File: config.mk
export PLATFORM = sky130hd
export DESIGN_NAME = pipelined_cla_adder
export DESIGN_NICKNAME = d
export VERILOG_FILES = /design/src/rtl/pipelined_cla_adder.sv
export SDC_FILE = /design/constraint.sdc
export NUM_CORES = 1
export LEC_CHECK = 0
export CORE_UTILIZATION = 55
export DETAILED_ROUTE_END_ITERATION = 10
export PLACE_DENSITY = 0.79
export SYNTH_ARGS = -nofsm -noshare
export SYNTH_HDL_FRONTEND = slang
export SYNTH_SLANG_ARGS = --single-unit
File: constraint.sdc
create_clock -name clk -period 2.7 [get_ports clk]
set_input_delay 0.27 -clock clk [delete_from_list [all_inputs] [get_ports clk]]
set_output_delay 0.27 -clock clk [all_outputs]
set_load 0.01 [all_outputs]
File: src/rtl/pipelined_cla_adder.sv
// Pipelined carry-lookahead adder/subtractor. The operand is split into
// BLOCK_W-bit lookahead groups; GPS groups form one pipeline stage, and the
// carry is registered between stages so the clock rate does not depend on
// WIDTH. Full valid/ready backpressure: one shared enable stalls every stage.

module cla_stage #(
  parameter int BLOCK_W = 4,
  parameter int GPS     = 2
) (
  input  logic [BLOCK_W*GPS-1:0] a,
  input  logic [BLOCK_W*GPS-1:0] b,
  input  logic                   ci,
  input  logic                   p_in,
  input  logic                   g_in,
  output logic [BLOCK_W*GPS-1:0] s,
  output logic                   co,
  output logic                   p_out,
  output logic                   g_out
);
  localparam int S = BLOCK_W * GPS;

  logic [S-1:0]   pb, gb, cb;
  logic [GPS:0]   gc;
  logic [GPS-1:0] gp, gg;
  logic           sg;

  assign pb = a ^ b;
  assign gb = a & b;

  // Carry into bit n of a group, written as the flat lookahead sum of
  // products (no ripple): c_n = c*p0..p(n-1) | sum_k g_k*p(k+1)..p(n-1).
  function automatic logic la_carry(input logic [BLOCK_W-1:0] prop,
                                    input logic [BLOCK_W-1:0] gen,
                                    input logic c, input int n);
    logic r, t;
    r = c;
    for (int k = 0; k < BLOCK_W; k++)
      if (k < n) r = r & prop[k];
    for (int k = 0; k < BLOCK_W; k++) begin
      t = gen[k];
      for (int m = 0; m < BLOCK_W; m++)
        if (m > k && m < n) t = t & prop[m];
      if (k < n) r = r | t;
    end
    return r;
  endfunction

  // Per-group lookahead carries; groups chain through their group P/G.
  always_comb begin
    gc = '0;
    gp = '0;
    gg = '0;
    cb = '0;
    gc[0] = ci;
    for (int j = 0; j < GPS; j++) begin
      for (int i = 0; i < BLOCK_W; i++)
        cb[j*BLOCK_W+i] = la_carry(pb[j*BLOCK_W +: BLOCK_W], gb[j*BLOCK_W +: BLOCK_W], gc[j], i);
      gp[j]   = &pb[j*BLOCK_W +: BLOCK_W];
      gg[j]   = la_carry(pb[j*BLOCK_W +: BLOCK_W], gb[j*BLOCK_W +: BLOCK_W], 1'b0, BLOCK_W);
      gc[j+1] = gg[j] | (gp[j] & gc[j]);
    end
  end

  // Stage-level generate composed from group P/G, independent of carry-in.
  always_comb begin
    sg = 1'b0;
    for (int j = 0; j < GPS; j++)
      sg = gg[j] | (gp[j] & sg);
  end

  assign s     = pb ^ cb;
  assign co    = gc[GPS];
  // This stage is more significant than everything folded in so far.
  assign p_out = p_in & (&gp);
  assign g_out = sg | ((&gp) & g_in);
endmodule

module pipelined_cla_adder #(
  parameter int WIDTH   = 32,
  parameter int BLOCK_W = 4,
  parameter int GPS     = 2
) (
  input  logic             clk,
  input  logic             rst,
  input  logic             in_valid,
  output logic             in_ready,
  input  logic [WIDTH-1:0] a,
  input  logic [WIDTH-1:0] b,
  input  logic             cin,
  input  logic             sub,
  output logic             out_valid,
  input  logic             out_ready,
  output logic [WIDTH-1:0] sum,
  output logic             cout,
  output logic             ovf,
  output logic             p,
  output logic             g
);
  localparam int S       = BLOCK_W * GPS;
  localparam int NSTAGES = WIDTH / S;
  localparam int L       = NSTAGES - 1;

  if (WIDTH % S != 0) begin : g_bad_width
    $error("pipelined_cla_adder: WIDTH must be a multiple of BLOCK_W*GPS");
  end

  logic en;
  logic ovf_nxt, ovf_r;

  for (genvar k = 0; k < NSTAGES; k++) begin : stg
    // Operand bits not yet consumed (this stage's slice and above).
    logic [WIDTH-1:k*S]   opa, opb;
    logic                 cy, wp, wg, vl;
    logic [S-1:0]         slice;
    logic                 cy_nxt, wp_nxt, wg_nxt;
    logic [(k+1)*S-1:0]   sum_nxt, sum_r;
    logic                 cy_r, wp_r, wg_r, vld_r;

    if (k == 0) begin : g_head
      assign opa     = a;
      assign opb     = b ^ {WIDTH{sub}};
      assign cy      = sub | cin;
      assign wp      = 1'b1;
      assign wg      = 1'b0;
      assign vl      = in_valid;
      assign sum_nxt = slice;
    end else begin : g_body
      assign opa     = stg[k-1].g_fwd.opa_r;
      assign opb     = stg[k-1].g_fwd.opb_r;
      assign cy      = stg[k-1].cy_r;
      assign wp      = stg[k-1].wp_r;
      assign wg      = stg[k-1].wg_r;
      assign vl      = stg[k-1].vld_r;
      assign sum_nxt = {slice, stg[k-1].sum_r};
    end

    cla_stage #(.BLOCK_W(BLOCK_W), .GPS(GPS)) u_cla (
      .a    (opa[k*S +: S]),
      .b    (opb[k*S +: S]),
      .ci   (cy),
      .p_in (wp),
      .g_in (wg),
      .s    (slice),
      .co   (cy_nxt),
      .p_out(wp_nxt),
      .g_out(wg_nxt)
    );

    // Stage register: sum skew, carry, running P/G and valid advance together.
    always_ff @(posedge clk) begin
      if (rst) begin
        vld_r <= 1'b0;
        sum_r <= '0;
        cy_r  <= 1'b0;
        wp_r  <= 1'b0;
        wg_r  <= 1'b0;
      end else if (en) begin
        vld_r <= vl;
        sum_r <= sum_nxt;
        cy_r  <= cy_nxt;
        wp_r  <= wp_nxt;
        wg_r  <= wg_nxt;
      end
    end

    if (k < L) begin : g_fwd
      logic [WIDTH-1:(k+1)*S] opa_r, opb_r;
      // Forward the unprocessed upper operand bits (MSBs ride along for ovf).
      always_ff @(posedge clk) begin
        if (rst) begin
          opa_r <= '0;
          opb_r <= '0;
        end else if (en) begin
          opa_r <= opa[WIDTH-1:(k+1)*S];
          opb_r <= opb[WIDTH-1:(k+1)*S];
        end
      end
    end
  end

  assign ovf_nxt = (stg[L].opa[WIDTH-1] == stg[L].opb[WIDTH-1]) &&
                   (stg[L].slice[S-1] != stg[L].opa[WIDTH-1]);

  // Overflow is resolved in the final stage and registered alongside the sum.
  always_ff @(posedge clk) begin
    if (rst)     ovf_r <= 1'b0;
    else if (en) ovf_r <= ovf_nxt;
  end

  assign out_valid = stg[L].vld_r;
  assign en        = !out_valid | out_ready;
  assign in_ready  = en;
  assign sum       = stg[L].sum_r;
  assign cout      = stg[L].cy_r;
  assign p         = stg[L].wp_r;
  assign g         = stg[L].wg_r;
  assign ovf       = ovf_r;
endmodule

# Yosys cells after proc, flatten, opt, wreduce, memory -nomap -nowiden
# Index checks and enable logic that the tools add are counted.
# word_totals
ff_bits	193
out_inout_bits	38
inputBits	70
# op_classes
bitwise	192
n_reduce_logical	14
n_eq_ne	2
# ops
operator	count
1-bit AND	90
1-bit OR	89
8-bit XOR	8
8-bit AND	4
4-bit AND reduction	8
8-bit AND reduction	4
32-bit XOR	1
1-bit equality test	1
1-bit logical AND	1
1-bit logical NOT	1
1-bit != test	1

# Longest topological paths before layout
# depth
word_depth	17
depth_mapped	12

# By module
# A second synthesis with hierarchy kept.
# unflattened
hier_cells	1049
area_unflattened_um2	8562.0
# by_module_without_submodules
mod	cells_each	area_each_um2	instances
pipelined_cla_adder	853	7000.5	1
cla_stage	49	390.4	4

# Worst setup path before layout
# Ideal clock, no wire load.
# synth_path
path_type	input to register
from	input port sub
to	register stg[0].sum_r[7]
t_arrival_ps	2308
required_time_ps	2580
setup_time_ps	120
stages	12
path_slack_ps	272
path_cell_list	buf_2 -> buf_2 -> xor2_1 -> ha_1 -> a21oi_1 -> o21ai_0 -> or2_2 -> ha_1 -> o21ai_0 -> o2bb2ai_1 -> or4_1 -> nand3_1
# synth_between
elab_chain_cells	16
elab_cells_between_ends	26
classes_between	bitwise (25); reduce/logical (1)
# synth_lines
element	line	source
start, declared	90	input logic sub,
32-bit XOR	121	assign opb = b ^ {WIDTH{sub}};
8-bit AND or 8-bit XOR (tied branches)	28, 27	
1-bit AND (3 in series)	42	if (m > k && m < n) t = t & prop[m];
1-bit OR (3 in series)	43	if (k < n) r = r | t;
1-bit OR	60	gc[j+1] = gg[j] | (gp[j] & gc[j]);
1-bit AND (3 in series)	38	if (k < n) r = r & prop[k];
1-bit OR (3 in series)	43	
8-bit XOR (*)	71	assign s = pb ^ cb;
end signal, assigned	159	sum_r <= sum_nxt;
end, declared	116	logic [(k+1)*S-1:0] sum_nxt, sum_r;
# Mark *: on every way between the ends. The rest lies on a longest branch, timed or not.
# A chain may end at the register's enable or synchronous reset.

# Worst setup path after layout
# layout_path
from	input port b[3]
to	register stg[0].sum_r[6]
# layout_between
elab_chain_cells	12
elab_cells_between_ends	17
classes_between	bitwise (16); reduce/logical (1)
# layout_lines
element	line	source
start, declared	88	input logic [WIDTH-1:0] b,
32-bit XOR (*)	121	
8-bit XOR	27	assign pb = a ^ b;
1-bit AND	42	
1-bit OR (3 in series)	43	
1-bit OR (*)	60	
1-bit AND (*) (2 in series)	38	
1-bit OR (*) (2 in series)	43	
8-bit XOR (*)	71	
# Marks and branches as above.

==> results.yml <==
status:
  run_status: "complete, but fails checks"
  violated_checks: "design-rule violations"
clock_tree:
  number_of_sinks_driven_by_the_clock_tree: 193
  hold_buffers: 0
  clock_tree.buffer_depth: 2
  clk_pin_slew_worst_paths_ns: 0.06
  h_tree_levels: 4
  tritoncts: "built"
  clk_latency_ns: 0.43
  post_cts_repair_setup_buffers: 0
  cts_resized: 0
  clock-root-buffer: "sky130_fd_sc_hd__clkbuf_16"
  numCtsBuffers: 17
final_layout:
  post-route-util: 0.687
  nFillCells: 1188
  antenna-diode-count: 0
  final_net_count: 1195
  drive_gt1_frac: 0.0514
  areaGrowthSynthToFinish_pct: 20.5
  layout_common_cells: "sky130_fd_sc_hd__nand2_1 (270), sky130_fd_sc_hd__dfxtp_1 (193), sky130_fd_sc_hd__a21oi_1 (154)"
  final_common_cell: "sky130_fd_sc_hd__nand2_1"
yosys:
  synth_async_sr_flop_share: 0
  mappedNetlistNets: 1121
  post_synth_instance_area_um2: 8410
  avgSynthCellArea_um2: 8.39
  seq_area_frac_synth: 0.459
  synth_seq_cells: 193
  yosysUniqueCellTypes: 40
  synth_ff_type: "sky130_fd_sc_hd__dfxtp_1"
  synthCells: 1003
  yosys_warnings: 0
  number_of_synthesized_flops_with_an_enable_pin: 0
pwr:
  leakagePower_nw: 3.97
  ir_worst_vdd_uv: 487
  net-switching-power_mw: 1.52
  intPower_mw: 4.85
  power.switching_fraction: 0.238
  p_seq_frac: 0.493
  powerDensity_nw_per_um2: 628
  total_power_mw: 6.36
  power_frac_clock: 0.389
  power_share_of_the_combinational_group: 0.118
sta:
  timing.final.crit_share: 0.853
  finalSetupViolCount: 0
  timing.final.ws_setup_ns: 0.397
  final.hold.worst_slack_ns: 0.365
  hold_viol_final: 0
  timing.final.crit_period_ns: 2.30
  clock_skew_ns: 0.0101
  worst_slew_margin_rel: 0.487
  grt_setup_unrepaired: "no"
  maxClockFrequency_mhz: 434
  finalMaxSlewViolations: 0
  final.setup.tns_ns: 0
  worst_margin_pin_slew_ns: 0.770
drt:
  detailedRoute.firstPassIterationCount: 8
  drc: 11
  num_vias: 6903
  routed_wirelength_um: 17600
  drt_iter0_drc: 437
  detail-route-antenna-nets: 0
  post_drt_wl_per_cell_um: 13.8
  detail_route.vias_per_cell: 5.42
worst_hold_path:
  worst_hold_startpoint: "rst"
  hold_path_endpoint: "stg[2].wp_r"
  worst_hold_path_type: "input port to register"
  whs_path_depth: 2
critical_path:
  crit_path_end_kind: "register"
  critical_path_peak_fanout: 5
  critPathKind: "input port to register"
  register_to_register_path_depth: 8
  worstReg2RegEnd: "stg[2].sum_r[23]"
  worstReg2RegStart: "stg[1].g_fwd.opa_r[17]"
  critPathLaunchType: "input port"
  critPathRequiredTime_ns: 3.00
  worst_setup_path_startpoint: "b[3]"
  worstPathArrival_ns: 2.60
  reg2reg_slack_ns: 0.40
grt:
  pin_count_of_the_biggest_net_entering_global_routing: 110
  grt.overflow.total: 0
  grt_first_pass_wirelength_um: 29300
  antenna_found_initial: 0
  number_of_global_route_vias_before_repair: 6252
  grt_util_all_layers: 0.229
placed_design:
  numPortBuffers: 107
  final_hpwl_dp_um: 11300
  dp_slack_ns: -0.00751
  final_replace_weighted_congestion: 0.831
floorplan:
  floorplan.rows: 44
  design.core.area_um2: 14800
  die-area_um2: 15800
  floorplan.die.width_um: 126
  die_h_um: 126
  floorplan.initialDensity: 0.570
  design.portCount: 108
run:
  timing.max_cap.violations: 0
## final cells by class
cell class                      count  area, um^2  share of cell area
Timing Repair Buffer              124        1240               0.123
Clock buffer                       22         474              0.0468
Inverter                           22        87.6             0.00864
Tap cell                          184         230              0.0227
Multi-Input combinational cell    719        4130               0.408
Clock inverter                      9         106              0.0105
Sequential cell                   193        3860               0.381
## worst max-delay path, cell delays in order
cell                              delay, ns
sky130_fd_sc_hd__clkdlybuf4s50_1       0.48
sky130_fd_sc_hd__xor2_1                0.18
sky130_fd_sc_hd__ha_1                  0.30
sky130_fd_sc_hd__a21oi_1               0.13
sky130_fd_sc_hd__o21ai_0               0.13
sky130_fd_sc_hd__or2_2                 0.32
sky130_fd_sc_hd__ha_1                  0.19
sky130_fd_sc_hd__o21ai_0               0.25
sky130_fd_sc_hd__nand2b_1              0.12
sky130_fd_sc_hd__xnor2_1               0.14
sky130_fd_sc_hd__o21ai_0               0.08
## Yosys cell counts (all sizes together) (7+ instances only)
cell      n  share of area
nand3b   11         0.0098
dfxtp   193           0.46
nor2     53          0.024
inv      22         0.0098
nor4b     7         0.0073
fa        8          0.019
xnor2    36          0.037
ha       40          0.059
a211oi   39          0.035
o21ai    19          0.011
buf      55          0.034
a211o     7         0.0073
nor3     10         0.0059
a21oi   154          0.092
xor2     12          0.012
nor3b     7         0.0062
clkbuf   14         0.0062
nand2   270           0.12
## logic make-up (layout without fill, tap and decap cells)
logic type / after synthesis / in the layout / synth area share
xor+xnor: 48 / 48 / 0.0500
fa+ha+maj: 48 / 48 / 0.0785
compound gates: 238 / 238 / 0.165
flops: 193 / 193 / 0.459
buf+inv: 91 / 177 / 0.0501
simple gates: 385 / 385 / 0.197
## registers in the layout, summed over array words and instances (netlist names)
name,cells
sum,32
stg.g_fwd.opa_r,48
p,1
g,1
out_valid,1
stg.cy_r,3
stg.wp_r,3
stg.wg_r,3
stg.g_fwd.opb_r,48
stg.vld_r,3
ovf,1
cout,1
stg.sum_r,48
## worst max path at each step
stage | to | slack (ns) | cells past startpoint
after floorplan | stg[0].sum_r[7] | 0.27 | 12
after global placement | stg[0].sum_r[7] | 0.06 | 11
after detailed placement | stg[0].sum_r[6] | -0.008 | 11
after CTS | stg[1].sum_r[15] | 0.43 | 8
after global routing | stg[0].sum_r[7] | 0.21 | 11
final | stg[0].sum_r[6] | 0.40 | 11
## layer usage
layer  vias up  wire (um)  GRT usage
li1       3521          -          -
met1      3211       8640      0.318
met2       145       8030      0.355
met3        26        643     0.0429
met4         0        302     0.0882
met5         -          0          0
## power groups by stage
stage,combinational (mW),sequential (mW),clock (mW)
2_1_floorplan,0.481,3.18,0
3_3_place_gp,0.727,3.19,0
3_5_place_dp,0.744,3.20,0
4_1_cts,0.755,3.14,2.52
5_1_grt,0.840,3.16,2.63
6_report,0.753,3.14,2.47
## metrics by stage
stage / cell area [um^2] / cells
6_report: 10100 / 1273
4_1_cts: 10100 / 1273
3_3_place_gp: 9560 / 1242
2_1_floorplan: 8410 / 1003
5_1_grt: 10100 / 1273
3_5_place_dp: 9560 / 1242
No activity file was read; power rests on OpenSTA's default activity.
